==> config.mk <==
export PLATFORM = sky130hd
export DESIGN_NAME = eth_tx_hdr_arbiter
export DESIGN_NICKNAME = d
export VERILOG_FILES = /design/src/rtl/eth_tx_arb_pkg.sv /design/src/rtl/rr_arbiter.sv /design/src/rtl/eth_tx_hdr_arbiter.sv
export SDC_FILE = /design/constraint.sdc
export NUM_CORES = 1
export LEC_CHECK = 0
export BUFFER_PORTS_ARGS = -buffer_cell sky130_fd_sc_hd__buf_2
export CAP_MARGIN = 20
export CORE_AREA = 2 2 148 150
export DETAILED_ROUTE_END_ITERATION = 12
export DIE_AREA = 0 0 150 152
export RECOVER_POWER = 25
export SYNTH_ARGS = -nofsm -noshare
export SYNTH_HDL_FRONTEND = slang
export SYNTH_HIERARCHICAL = 1
export SYNTH_SLANG_ARGS = --single-unit
==> constraint.sdc <==
create_clock -name clk -period 1.2 [get_ports clk]
set_input_delay 0.12 -clock clk [delete_from_list [all_inputs] [get_ports clk]]
set_output_delay 0.12 -clock clk [all_outputs]
set_load 0.05 [all_outputs]
==> src/rtl/eth_tx_arb_pkg.sv <==
// Shared widths and FSM state type for the Ethernet TX header/payload arbiter.
package eth_tx_arb_pkg;

  localparam int MAC_W  = 48;
  localparam int TYPE_W = 16;
  localparam int DATA_W = 8;

  typedef enum logic [1:0] {
    ST_IDLE    = 2'd0,
    ST_HDR     = 2'd1,
    ST_PAYLOAD = 2'd2
  } arb_state_e;

endpackage

==> src/rtl/rr_arbiter.sv <==
// Combinational round-robin pick: first set request at or after i_rr_ptr, wrapping.
module rr_arbiter #(
  parameter int NUM_REQ = 2
) (
  input  logic [NUM_REQ-1:0]         i_req,
  input  logic [$clog2(NUM_REQ)-1:0] i_rr_ptr,
  output logic [NUM_REQ-1:0]         o_grant_oh,
  output logic [$clog2(NUM_REQ)-1:0] o_grant_idx,
  output logic                       o_any
);

  localparam int IDX_W = $clog2(NUM_REQ);

  logic [IDX_W:0]   v_sum;
  logic [IDX_W-1:0] v_idx;

  // One spare bit holds ptr+k before the modulo-NUM_REQ fold.
  always_comb begin
    o_grant_oh  = '0;
    o_grant_idx = '0;
    o_any       = 1'b0;
    v_sum       = '0;
    v_idx       = '0;
    for (int k = 0; k < NUM_REQ; k++) begin
      v_sum = {1'b0, i_rr_ptr} + (IDX_W+1)'(k);
      if (v_sum >= (IDX_W+1)'(NUM_REQ)) begin
        v_sum = v_sum - (IDX_W+1)'(NUM_REQ);
      end
      v_idx = v_sum[IDX_W-1:0];
      if (!o_any && i_req[v_idx]) begin
        o_any              = 1'b1;
        o_grant_idx        = v_idx;
        o_grant_oh[v_idx]  = 1'b1;
      end
    end
  end

endmodule

==> src/rtl/eth_tx_hdr_arbiter.sv <==
// Round-robin arbiter sharing one Ethernet TX header+payload channel among NUM_REQ requesters.
//   state      | meaning
//   ST_IDLE    | no owner; arbitrate when TX core not busy
//   ST_HDR     | owner's header presented, waiting for header handshake
//   ST_PAYLOAD | owner's payload forwarded until the tlast beat is accepted
module eth_tx_hdr_arbiter
  import eth_tx_arb_pkg::*;
#(
  parameter int NUM_REQ = 2
) (
  input  logic                         clk,
  input  logic                         rst,
  input  logic [NUM_REQ-1:0]           req_hdr_valid,
  output logic [NUM_REQ-1:0]           req_hdr_ready,
  input  logic [MAC_W*NUM_REQ-1:0]     req_dest_mac,
  input  logic [MAC_W*NUM_REQ-1:0]     req_src_mac,
  input  logic [TYPE_W*NUM_REQ-1:0]    req_eth_type,
  input  logic [DATA_W*NUM_REQ-1:0]    req_tdata,
  input  logic [NUM_REQ-1:0]           req_tvalid,
  input  logic [NUM_REQ-1:0]           req_tlast,
  input  logic [NUM_REQ-1:0]           req_tuser,
  output logic [NUM_REQ-1:0]           req_tready,
  output logic                         s_eth_hdr_valid,
  output logic [MAC_W-1:0]             s_eth_dest_mac,
  output logic [MAC_W-1:0]             s_eth_src_mac,
  output logic [TYPE_W-1:0]            s_eth_type,
  input  logic                         s_eth_hdr_ready,
  output logic [DATA_W-1:0]            s_eth_payload_axis_tdata,
  output logic                         s_eth_payload_axis_tvalid,
  output logic                         s_eth_payload_axis_tlast,
  output logic                         s_eth_payload_axis_tuser,
  input  logic                         s_eth_payload_axis_tready,
  input  logic                         busy,
  output logic                         grant_valid,
  output logic [$clog2(NUM_REQ)-1:0]   grant_idx
);

  localparam int IDX_W = $clog2(NUM_REQ);

  arb_state_e       r_state;
  arb_state_e       w_state_nxt;
  logic [IDX_W-1:0] r_grant_idx;
  logic             r_grant_valid;
  logic [IDX_W-1:0] r_rr_ptr;

  logic [IDX_W-1:0]   w_arb_idx;
  logic [NUM_REQ-1:0] w_arb_oh;
  logic               w_arb_any;
  logic               w_start;
  logic               w_done;

  logic [MAC_W-1:0]  w_dest [NUM_REQ];
  logic [MAC_W-1:0]  w_src  [NUM_REQ];
  logic [TYPE_W-1:0] w_type [NUM_REQ];
  logic [DATA_W-1:0] w_data [NUM_REQ];

  for (genvar g = 0; g < NUM_REQ; g++) begin : g_unpack
    assign w_dest[g] = req_dest_mac[g*MAC_W +: MAC_W];
    assign w_src[g]  = req_src_mac[g*MAC_W +: MAC_W];
    assign w_type[g] = req_eth_type[g*TYPE_W +: TYPE_W];
    assign w_data[g] = req_tdata[g*DATA_W +: DATA_W];
  end

  rr_arbiter #(
    .NUM_REQ (NUM_REQ)
  ) u_rr_arbiter (
    .i_req       (req_hdr_valid),
    .i_rr_ptr    (r_rr_ptr),
    .o_grant_oh  (w_arb_oh),
    .o_grant_idx (w_arb_idx),
    .o_any       (w_arb_any)
  );

  always_comb begin
    w_state_nxt               = r_state;
    w_start                   = 1'b0;
    w_done                    = 1'b0;
    req_hdr_ready             = '0;
    req_tready                = '0;
    s_eth_hdr_valid           = 1'b0;
    s_eth_dest_mac            = '0;
    s_eth_src_mac             = '0;
    s_eth_type                = '0;
    s_eth_payload_axis_tdata  = '0;
    s_eth_payload_axis_tvalid = 1'b0;
    s_eth_payload_axis_tlast  = 1'b0;
    s_eth_payload_axis_tuser  = 1'b0;
    grant_valid               = r_grant_valid;
    grant_idx                 = r_grant_idx;

    unique case (r_state)
      ST_IDLE: begin
        if (!busy && w_arb_any) begin
          w_start     = 1'b1;
          w_state_nxt = ST_HDR;
        end
      end
      ST_HDR: begin
        s_eth_hdr_valid            = req_hdr_valid[r_grant_idx];
        s_eth_dest_mac             = w_dest[r_grant_idx];
        s_eth_src_mac              = w_src[r_grant_idx];
        s_eth_type                 = w_type[r_grant_idx];
        req_hdr_ready[r_grant_idx] = s_eth_hdr_ready;
        if (s_eth_hdr_valid && s_eth_hdr_ready) begin
          w_state_nxt = ST_PAYLOAD;
        end
      end
      ST_PAYLOAD: begin
        s_eth_payload_axis_tvalid = req_tvalid[r_grant_idx];
        s_eth_payload_axis_tdata  = w_data[r_grant_idx];
        s_eth_payload_axis_tlast  = req_tlast[r_grant_idx];
        s_eth_payload_axis_tuser  = req_tuser[r_grant_idx];
        req_tready[r_grant_idx]   = s_eth_payload_axis_tready;
        if (s_eth_payload_axis_tvalid && s_eth_payload_axis_tready && s_eth_payload_axis_tlast) begin
          w_done      = 1'b1;
          w_state_nxt = ST_IDLE;
        end
      end
      default: w_state_nxt = ST_IDLE;
    endcase

    // Reset silences every handshake output in the very cycle it is asserted.
    if (rst) begin
      w_state_nxt               = ST_IDLE;
      w_start                   = 1'b0;
      w_done                    = 1'b0;
      req_hdr_ready             = '0;
      req_tready                = '0;
      s_eth_hdr_valid           = 1'b0;
      s_eth_dest_mac            = '0;
      s_eth_src_mac             = '0;
      s_eth_type                = '0;
      s_eth_payload_axis_tdata  = '0;
      s_eth_payload_axis_tvalid = 1'b0;
      s_eth_payload_axis_tlast  = 1'b0;
      s_eth_payload_axis_tuser  = 1'b0;
      grant_valid               = 1'b0;
    end
  end

  always_ff @(posedge clk) begin
    if (rst) begin
      r_state       <= ST_IDLE;
      r_rr_ptr      <= '0;
      r_grant_idx   <= '0;
      r_grant_valid <= 1'b0;
    end else begin
      r_state <= w_state_nxt;
      if (w_start) begin
        r_grant_idx   <= w_arb_idx;
        r_grant_valid <= 1'b1;
      end
      if (w_done) begin
        r_grant_valid <= 1'b0;
        r_rr_ptr      <= (r_grant_idx == IDX_W'(NUM_REQ-1)) ? '0 : r_grant_idx + 1'b1;
      end
    end
  end

endmodule

==> results of run 1 <==
## cell type report
type	count	area, sq um
clock buffer	4	78.8
multi-input combinational	278	3750
fill	2084	13500
sequential	5	109
tap	280	350
timing repair buffer	449	3530
inverter	5	18.8
## final timing paths
| kind | depth (start not counted) | start | to |
|---|---|---|---|
| min reg2reg | 2 | r_grant_valid | r_grant_valid |
| max | 6 | grant_idx | s_eth_dest_mac[35] |
| max reg2reg | 5 | grant_idx | r_state[1] |
| min | 4 | busy | r_state[0] |
## sequential cells by signal, indices dropped and copies added (netlist names)
name and count:
r_rr_ptr 1, grant_idx 1, r_state 2, r_grant_valid 1
## routing by layer
| metal | vias up | track usage |
|---|---|---|
| li1 | 1939 | - |
| met2 | 173 | 0.229 |
| met5 | - | 0 |
| met4 | 0 | 0.00809 |
| met3 | 8 | 0.00991 |
| met1 | 1889 | 0.134 |
## worst reg2reg max path: stages (launching register included)
cell	delay, ps
dfxtp_4	370
buf_12	160
buf_6	150
mux2i_4	190
or4b_4	490
a21oi_2	120
## report_power, final
group	switching, uW	internal [uW]	leakage (uW)
registers	14.3	176	0.0000428
clock network	124	442	0.0000382
logic	1560	1340	0.00305
total	1690	1960	0.00313
## stage by stage
stage	power (uW)	util	area, sq um
2_1_floorplan	1520	-	3130
3_3_place_gp	2230	0.263	5620
3_5_place_dp	2250	0.263	5620
4_1_cts	3360	0.330	7040
5_1_grt	3810	0.367	7830
6_report	3650	0.367	7830
## what timing repair did
| action | CTS | global route |
|---|---|---|
| buffers inserted | 7 | 9 |
| cloned | 5 | 7 |
| pin swaps | 3 | 7 |
| resized for setup | 283 | 128 |
| endpoints found under the setup margin | 133 | 134 |
==> metrics.md, run 1 <==
| Metric | Value |
|---|---|
| Syn. warnings | 6 |
| Met3 Wirelength | 866 um |
| Placer Congestion | about 0.77 |
| Min cycle time layout | approximately 1700 ps |
| Buf/Inv on CP | 4 |
| Metal-1 WL | 6.00 mm |
| Final hold violations | 0 |
| DP Wirelength | roughly 11 mm |
| Global route overflow | 0 |
| H-Tree Depth | 1 |
| IO Port Bufs | 382 |
| Post-Syn Area | 0.00214 sq mm |
| Clock transition at path regs | 40 ps |
| Die X | ~150 um |
| Peak Freq | between 600 and 700 MHz |
| Most common cell on crit path | buf_6 |
| Final setup violation count | roughly 130 |
| Crit path cell chain | buf_12 -> buf_6 -> clkbuf_16 -> mux2i_4 -> nor2_4 -> buf_6 |
| RSZ-0062 raised after global routing | true |
| Maximum fanout along the worst path | 11 |
| CP endpoint kind | output pin |
| Clk sink count | 5 |
| Vias | between 4000 and 5000 |
| Longest Clk Path Bufs | 2 |
| Clk_lat worst skew | ~230 ps |
| Max-Slew Margin vs Limit | 0.757 |
| Failing checks | negative setup slack |
| Worst setup SP type | register |
| Met2 wire len | 8.97 mm |
| DR vias/cell | 3.93 |
| Tcrit/Tclk final | 1.39 |
| Share of layout cells above drive strength 1 | 0.914 |
| CTS Hold Bufs | 0 |
| Run status | complete, but fails checks |
| Starting DRT DRC Count | 112 |
| Post-Route WL | about 16 mm |
| Mapped Cells | roughly 320 |
| DRT antenna net count | 0 |
| Max Slew Vio Count | 0 |
| Max_cap viols | 0 |
| Placed cells | just under 1000 |
| Syn Nets | roughly 570 |
| Mean Syn Cell Area | about 6.8 sq um |
| Fin cells | between 1000 and 1500 |
| Vias in the first global route | 3792 |
| Critical path's top delay family | buffers and inverters |
| Worst-margin pin slew | around 370 ps |
| # IOs | roughly 380 |
| Core Rows | 54 |
| CP arrival | approximately 1500 ps |
| DR top layer | met4 |
| Min setup slack post-route | -464 ps |
| Routed length per placed instance | roughly 16 um |
| Area growth from synthesis to layout | 266% |
| Largest net degree at the start of global routing | 30 |
| Num CTS Buffers | 3 |
| Slowest CP cell | dfxtp_4 |
| Core area | 0.0214 sq mm |
| Root Driver | clkbuf_16 |
| TritonCTS clock tree | done |
| N_diodes | 0 |
| Nets | around 1000 |
| Total global-route track usage | 0.114 |
| Die height | 152 um |
| Commonest non-fill, non-tap cell in the layout | buf_2 |
| Die area | ~0.023 sq mm |
| First-pass GRT wire length | between 20 and 25 mm |
| DRC viols | 0 |
| P per Cell Area | approximately 470 mW/mm^2 |
| Pre-antenna DRT Iters | 4 |
| WP data required | ~1100 ps |
| Setup slack, reg-to-reg | -340 ps |
| Worst min path class | in -> reg |
| Pre-CTS WS | -304 ps |
| Setup TNS | -51620 ps |
| Fin Hold WS | 202 ps |
| Initial antenna violation count | 0 |
| Critical path class | reg -> out |
| Leak | roughly 0.0031 uW |
| Highest-count cells in the layout ignoring fill and taps | buf_2 (255), nor2_4 (108), buf_6 (78) |
| Peak per-stage delay on the critical path | 390 ps |
| Max VDD drop | around 0.80 mV |
| Initial core utilization | 0.100 |
| Fin Clk Skew | roughly 2.8 ps |
No activity file was read; power rests on OpenSTA's default activity.
==> inputs of run 2 (changes only) <==
--- a/config.mk
+++ b/config.mk
@@ -5,11 +5,12 @@
 export SDC_FILE = /design/constraint.sdc
 export NUM_CORES = 1
 export LEC_CHECK = 0
+export ABC_AREA = 1
 export BUFFER_PORTS_ARGS = -buffer_cell sky130_fd_sc_hd__buf_2
 export CAP_MARGIN = 20
-export CORE_AREA = 2 2 148 150
+export CORE_AREA = 2 2 151 153
 export DETAILED_ROUTE_END_ITERATION = 12
-export DIE_AREA = 0 0 150 152
+export DIE_AREA = 0 0 153 155
 export RECOVER_POWER = 25
 export SYNTH_ARGS = -nofsm -noshare
 export SYNTH_HDL_FRONTEND = slang
==> run 2 against run 1 <==
The flow still finishes with violations (negative setup slack); first-iteration DRC count rose by 66%; critical endpoint is now s_eth_type[1]; total power rose by 29%; global-route usage rose by 0.31 points; register-to-register slack improved by 270 ps; sequential power rose by 7%; clock power fell by 2%; die area rose by 4.0%.
==> metrics.md, run 2 <==
| Metric | Value |
|---|---|
| Worst-margin pin slew | 302 ps (was 365 ps) |
| P per Cell Area | 627 mW/mm^2 (was 466 mW/mm^2) |
| WP data required | 1080 ps (about the same) |
| Root Driver | clkbuf_16 (unchanged) |
| Longest Clk Path Bufs | 2 (unchanged) |
| Pre-antenna DRT Iters | 6 (was 4) |
| Total power | 4720 uW (was 3650 uW) |
| Metal-1 WL | 6.34 mm (was 6.00 mm) |
| Die X | 153 um (was 150 um) |
| Placer Congestion | 0.819 (was 0.765) |
| Sequential Area | 106 sq um (was 109 sq um) |
| Syn. warnings | 6 (unchanged) |
| Core area | 0.0222 sq mm (was 0.0214 sq mm) |
| DR top layer | met4 (unchanged) |
| Fillers | 2282 (was 2084) |
| Max VDD drop | 0.321 mV (was 0.801 mV) |
| Largest register by flop count | r_state (unchanged) |
| Vias | 4641 (was 4009) |
| DP Wirelength | 12.1 mm (was 10.9 mm) |
| Final setup violation count | 133 (was 134) |
| Max reg flops | 2 (unchanged) |
| Starting DRT DRC Count | 186 (was 112) |
| First-pass GRT wire length | 23.3 mm (was 20.6 mm) |
| Share of layout cells above drive strength 1 | 0.716 (was 0.914) |
| Min cycle time layout | 1620 ps (was 1660 ps) |
| Post-Syn Area | 0.00240 sq mm (was 0.00214 sq mm) |
| Area growth from synthesis to layout | 214% (was 266%) |
| Initial core utilization | 0.108 (was 0.100) |
| # IOs | 383 (unchanged) |
| Syn Nets | 720 (was 568) |
| Largest net degree at the start of global routing | 37 (was 30) |
| Final Util | 0.339 (was 0.367) |
| DR vias/cell | 4.01 (was 3.93) |
| Mapped Cells | 467 (was 315) |
| Max Slew Vio Count | 0 (unchanged) |
| Clk sink count | 5 (unchanged) |
| Maximum fanout along the worst path | 19 (was 11) |
| Highest-count cells in the layout ignoring fill and taps | buf_2 (252), nand2_1 (225), a21oi_4 (124) (was buf_2 (255), nor2_4 (108), buf_6 (78)) |
| Global route overflow | 0 (unchanged) |
| Max-Slew Margin vs Limit | 0.800 (was 0.757) |
| Num CTS Buffers | 3 (unchanged) |
| Setup TNS | -46690 ps (was -51620 ps) |
| Worst setup SP type | register (unchanged) |
| CP arrival | 1500 ps (was 1540 ps) |
| Met3 Wirelength | 841 um (was 866 um) |
| TritonCTS clock tree | done (unchanged) |
| Max_cap viols | 0 (unchanged) |
| Min setup slack post-route | -422 ps (was -464 ps) |
| Nets | 1127 (was 995) |
| CP endpoint kind | output pin (unchanged) |
| Clk_lat worst skew | 230 ps (about the same) |
| Final hold violations | 0 (unchanged) |
| Worst min path class | in -> reg (unchanged) |
| Commonest non-fill, non-tap cell in the layout | buf_2 (unchanged) |
| DRT antenna net count | 0 (unchanged) |
| Post-Route WL | 15.8 mm (was 15.9 mm) |
| Clock transition at path regs | 40 ps (about the same) |
| Total global-route track usage | 0.118 (was 0.114) |
| H-Tree Depth | 1 (unchanged) |
| Routed length per placed instance | 13.7 um (was 15.6 um) |
| Met2 wire len | 8.50 mm (was 8.97 mm) |
| Fin Clk Skew | 4.31 ps (was 2.75 ps) |
| Initial antenna violation count | 0 (unchanged) |
| Critical path class | reg -> out (unchanged) |
| DRC viols | 0 (unchanged) |
| Vias in the first global route | 4589 (was 3792) |
| Failing checks | negative setup slack (unchanged) |
| Core Rows | 55 (was 54) |
| Leak | 0.00337 uW (was 0.00313 uW) |
| Mean Syn Cell Area | 5.14 sq um (was 6.80 sq um) |
| Peak Freq | 617 MHz (was 601 MHz) |
| IO Port Bufs | 382 (unchanged) |
| Die height | 155 um (was 152 um) |
| RSZ-0062 raised after global routing | true (unchanged) |
| Tcrit/Tclk final | 1.35 (was 1.39) |
| Run status | complete, but fails checks (unchanged) |
| N_diodes | 0 (unchanged) |
| Multi-input logic area | 0.00343 sq mm (was 0.00375 sq mm) |
| Die area | 0.0237 sq mm (was 0.0228 sq mm) |
[run 2: layout make-up]
cell class	count	share of cell area
Tap cell	285	0.0474
Sequential cell	5	0.0141
Inverter	16	0.00997
Multi-Input combinational cell	406	0.455
Clock buffer	3	0.00997
Timing Repair Buffer	442	0.463
Clock inverter	1	0.000665
[run 2: metal layers]
metal / GRT usage / vias to the layer above
met5: 0 / -
met3: 0.0170 / 12
met2: 0.228 / 197
li1: - / 2305
met1: 0.137 / 2127
met4: 0.0203 / 0
[run 2: worst max-delay path: stages (launching register included)]
cell	delay, ps
dfxtp_2	330
inv_2	50
nor2_4	140
nand2_8	160
buf_12	230
a21oi_4	130
buf_4	210
[run 2: what timing repair did]
action / CTS / global route
hold buffers: 0 / 0
cloned: 2 / 5
buffers inserted: 9 / 6
gates resized for setup: 250 / 36
hold endpoints to repair: 0 / 0
pin swaps: 6 / 4
setup endpoints to repair: 134 / 134
[run 2: worst paths after layout]
check | from | endpoint | slack [ps] | cells after the start
worst min-delay path | s_eth_hdr_ready | r_state[0] | 200 | 4
worst max-delay path | r_state[0] | s_eth_type[1] | -420 | 6
worst min register to register | r_state[0] | r_state[0] | 470 | 2
worst max register to register | grant_idx | r_rr_ptr | -70 | 9
[run 2: where the power goes]
group / switching (uW) / internal [uW] / leakage (uW)
registers: 19.1 / 184 / 0.0000425
clock network: 119 / 436 / 0.0000409
logic: 2390 / 1570 / 0.00328
total: 2530 / 2190 / 0.00337
[run 2: through the flow]
| step | instances | worst slack, ps | instance area [sq um] | hold WS [ps] |
|---|---|---|---|---|
| 6_report | 1158 | -422 | 7530 | 197 |
| 5_1_grt | 1158 | -475 | 7530 | 216 |
| 4_1_cts | 1147 | -432 | 7210 | 196 |
| 3_5_place_dp | 1132 | -292 | 6210 | 443 |
| 3_3_place_gp | 1132 | -261 | 6210 | 439 |
| 2_1_floorplan | 467 | -276 | 3790 | 182 |
==> inputs of run 3 (changes only) <==
==> constraint.sdc (replaced) <==
create_clock -name clk -period 1.4 [get_ports clk]
set_input_delay 0.14 -clock clk [delete_from_list [all_inputs] [get_ports clk]]
set_output_delay 0.14 -clock clk [all_outputs]
set_load 0.05 [all_outputs]
==> run 3 against run 2 <==
The flow still finishes with violations (negative setup slack); total power is 7.6% lower; critical endpoint is now s_eth_type[8]; clock power is 13% lower; clock skew is 3.4 ps lower; hold slack better by 15 ps; combinational power is 6.3% lower.
==> metrics.md, run 3 (same netlist as run 2, synthesis figures left out) <==
| Metric | Value |
|---|---|
| Max reg flops | 2 (unchanged) |
| Clock power share | 0.110 (was 0.118) |
| Worst setup SP type | register (unchanged) |
| Initial antenna violation count | 0 (unchanged) |
| Highest-count cells in the layout ignoring fill and taps | buf_2 (252), nand2_1 (196), a21oi_4 (124) (was buf_2 (252), nand2_1 (225), a21oi_4 (124)) |
| Final Util | 0.366 (was 0.339) |
| Min cycle time layout | 1640 ps |
| GR met1 Demand/Resource | 0.167 (was 0.137) |
| IO Port Bufs | 382 (unchanged) |
| Pre-CTS WS | -123 ps (was -292 ps) |
| Root Driver | clkbuf_16 (unchanged) |
| Placed cells | 1132 (unchanged) |
| Switching pwr | 2290 uW (was 2530 uW) |
| Global route overflow | 0 (unchanged) |
| Largest net degree at the start of global routing | 27 (was 37) |
| Critical path's top delay family | buffers and inverters (unchanged) |
| Num CTS Buffers | 3 (unchanged) |
| DR vias/cell | 4.13 (was 4.01) |
| CP endpoint kind | output pin (unchanged) |
| Tcrit/Tclk final | 1.17 |
| Final hold violations | 0 (unchanged) |
| Combinational share of power | 0.850 (was 0.839) |
| DRC viols | 0 (unchanged) |
| R2R cell count | 8 (was 9) |
| Fin cells | 1169 (was 1158) |
| Largest register by flop count | r_state (unchanged) |
| Vias in the first global route | 4655 (was 4589) |
| RSZ-0062 raised after global routing | true (unchanged) |
| DP Wirelength | 12.7 mm (was 12.1 mm) |
| WP data required | 1260 ps (was 1080 ps) |
| Final Cell Area | 0.00813 sq mm (was 0.00753 sq mm) |
| Setup TNS | -23490 ps (was -46690 ps) |
| Peak per-stage delay on the critical path | 330 ps (about the same) |
| Failing checks | negative setup slack (unchanged) |
| Min setup slack post-route | -240 ps (was -422 ps) |
| Core area | 0.0222 sq mm (unchanged) |
| Core Rows | 55 (unchanged) |
| Max Slew Vio Count | 0 (unchanged) |
| Max_cap viols | 0 (unchanged) |
| Peak Freq | ~610 MHz |
| # IOs | 383 (unchanged) |
| Leak | 0.00360 uW (was 0.00337 uW) |
| Run status | complete, but fails checks (unchanged) |
| DRT antenna net count | 0 (unchanged) |
| H-Tree Depth | 1 (unchanged) |
| Die area | 0.0237 sq mm (unchanged) |
| Int Pwr | 2070 uW (was 2190 uW) |
| Max VDD drop | 0.385 mV (was 0.321 mV) |
| First-pass GRT wire length | 25.7 mm (was 23.3 mm) |
| Busiest grt layer | met2 (unchanged) |
| Routed length per placed instance | 16.1 um (was 13.7 um) |
| Total global-route track usage | 0.136 (was 0.118) |
| Fillers | 2216 (was 2282) |
| Worst-margin pin slew | 289 ps (was 302 ps) |
| Die X | 153 um (unchanged) |
| Clk sink count | 5 (unchanged) |
| Longest Clk Path Bufs | 2 (unchanged) |
| Clock transition at path regs | 30 ps (was 40 ps) |
| Critical path depth | 7 (was 6) |
| Final setup violation count | 128 (was 133) |
| Initial core utilization | 0.108 (unchanged) |
| Part of the power in registers | 0.040 (was 0.043) |
| Placer Congestion | 0.784 (was 0.819) |
| Pre-antenna DRT Iters | 4 (was 6) |
| Buf/Inv on CP | 4 (was 3) |
| N_diodes | 0 (unchanged) |
| GRT met2 Usage | 0.252 (was 0.228) |
| Vias | 4828 (was 4641) |
| Crit path cell chain | inv_2 -> nor2_4 -> nand2_8 -> buf_12 -> clkbuf_16 -> a21oi_4 -> buf_6 (was inv_2 -> nor2_4 -> nand2_8 -> buf_12 -> a21oi_4 -> buf_4) |
| Die height | 155 um (unchanged) |
| Sw Share | 0.526 (was 0.537) |
| Post-Route WL | 18.8 mm (was 15.8 mm) |
| Critical path class | reg -> out (unchanged) |
| Share of layout cells above drive strength 1 | 0.751 (was 0.716) |
| CP arrival | 1500 ps (about the same) |
| Fin Clk Skew | 0.909 ps (was 4.31 ps) |
| Area growth from synthesis to layout | 239% (was 214%) |
| Nets | 1138 (was 1127) |
| Clk_lat worst skew | 230 ps (about the same) |
| Maximum fanout along the worst path | 9 (was 19) |
| Max-Slew Margin vs Limit | 0.806 (was 0.800) |
| Slowest CP cell | dfxtp_2 (unchanged) |
| Placed Area | 0.00608 sq mm (was 0.00621 sq mm) |
| Commonest non-fill, non-tap cell in the layout | buf_2 (unchanged) |
| Hold Path Depth | 3 (was 4) |
| Worst min path class | in -> reg (unchanged) |
| Grt met3 use | 0.0223 (was 0.0170) |
| Starting DRT DRC Count | 269 (was 186) |
| TritonCTS clock tree | done (unchanged) |
| P per Cell Area | 537 mW/mm^2 (was 627 mW/mm^2) |
## run 3: path summary, 6_finish.rpt
| kind | start | to | slack, ps |
|---|---|---|---|
| max | r_state[0] | s_eth_type[8] | -240 |
| min | s_eth_hdr_ready | r_state[1] | 210 |
| max reg2reg | grant_idx | r_state[1] | 60 |
| min reg2reg | r_state[0] | r_state[0] | 490 |
## run 3: final cells by class
class | instances | area, sq um | share of cell area
multi-input combinational | 406 | 3480 | 0.429
timing repair buffer | 453 | 4030 | 0.496
inverter | 16 | 75.1 | 0.00924
clock buffer | 4 | 78.8 | 0.00970
tap | 285 | 357 | 0.0439
sequential | 5 | 106 | 0.0131
## run 3: worst register-to-register path: stages, from the launching register on
cell	delay [ps]
dfxtp_4	410
clkinv_8	120
buf_12	160
clkbuf_16	170
nand2_8	70
nand2_2	60
nand3_1	90
nand2_1	80
a21oi_2	130
## run 3: power groups by stage
stage                     sequential (uW)  clock, uW  combinational, uW
after floorplan                       178          0               1870
after global placement                171          0               2690
after detailed placement              171          0               2720
after CTS                             175        486               3470
after global routing                  176        497               3910
final                                 174        481               3710
## run 3: what timing repair did
item	CTS	global route
setup buffers	14	4
cloned	11	7
gates resized for setup	337	87
pin swaps	3	17
hold buffers	0	0
endpoints found under the setup margin	130	132
## run 3: per-stage QoR
step / total power, uW / hold WS, ps
after floorplan: 2040 / 209
after global placement: 2860 / 460
after detailed placement: 2890 / 466
after CTS: 4130 / 222
after global routing: 4580 / 226
final: 4360 / 212
## run 3: routing by layer
metal	share of wire	vias up
met3	0.061	27
met1	0.39	2242
met4	0.019	0
li1	-	2339
met5	0	-
met2	0.53	220
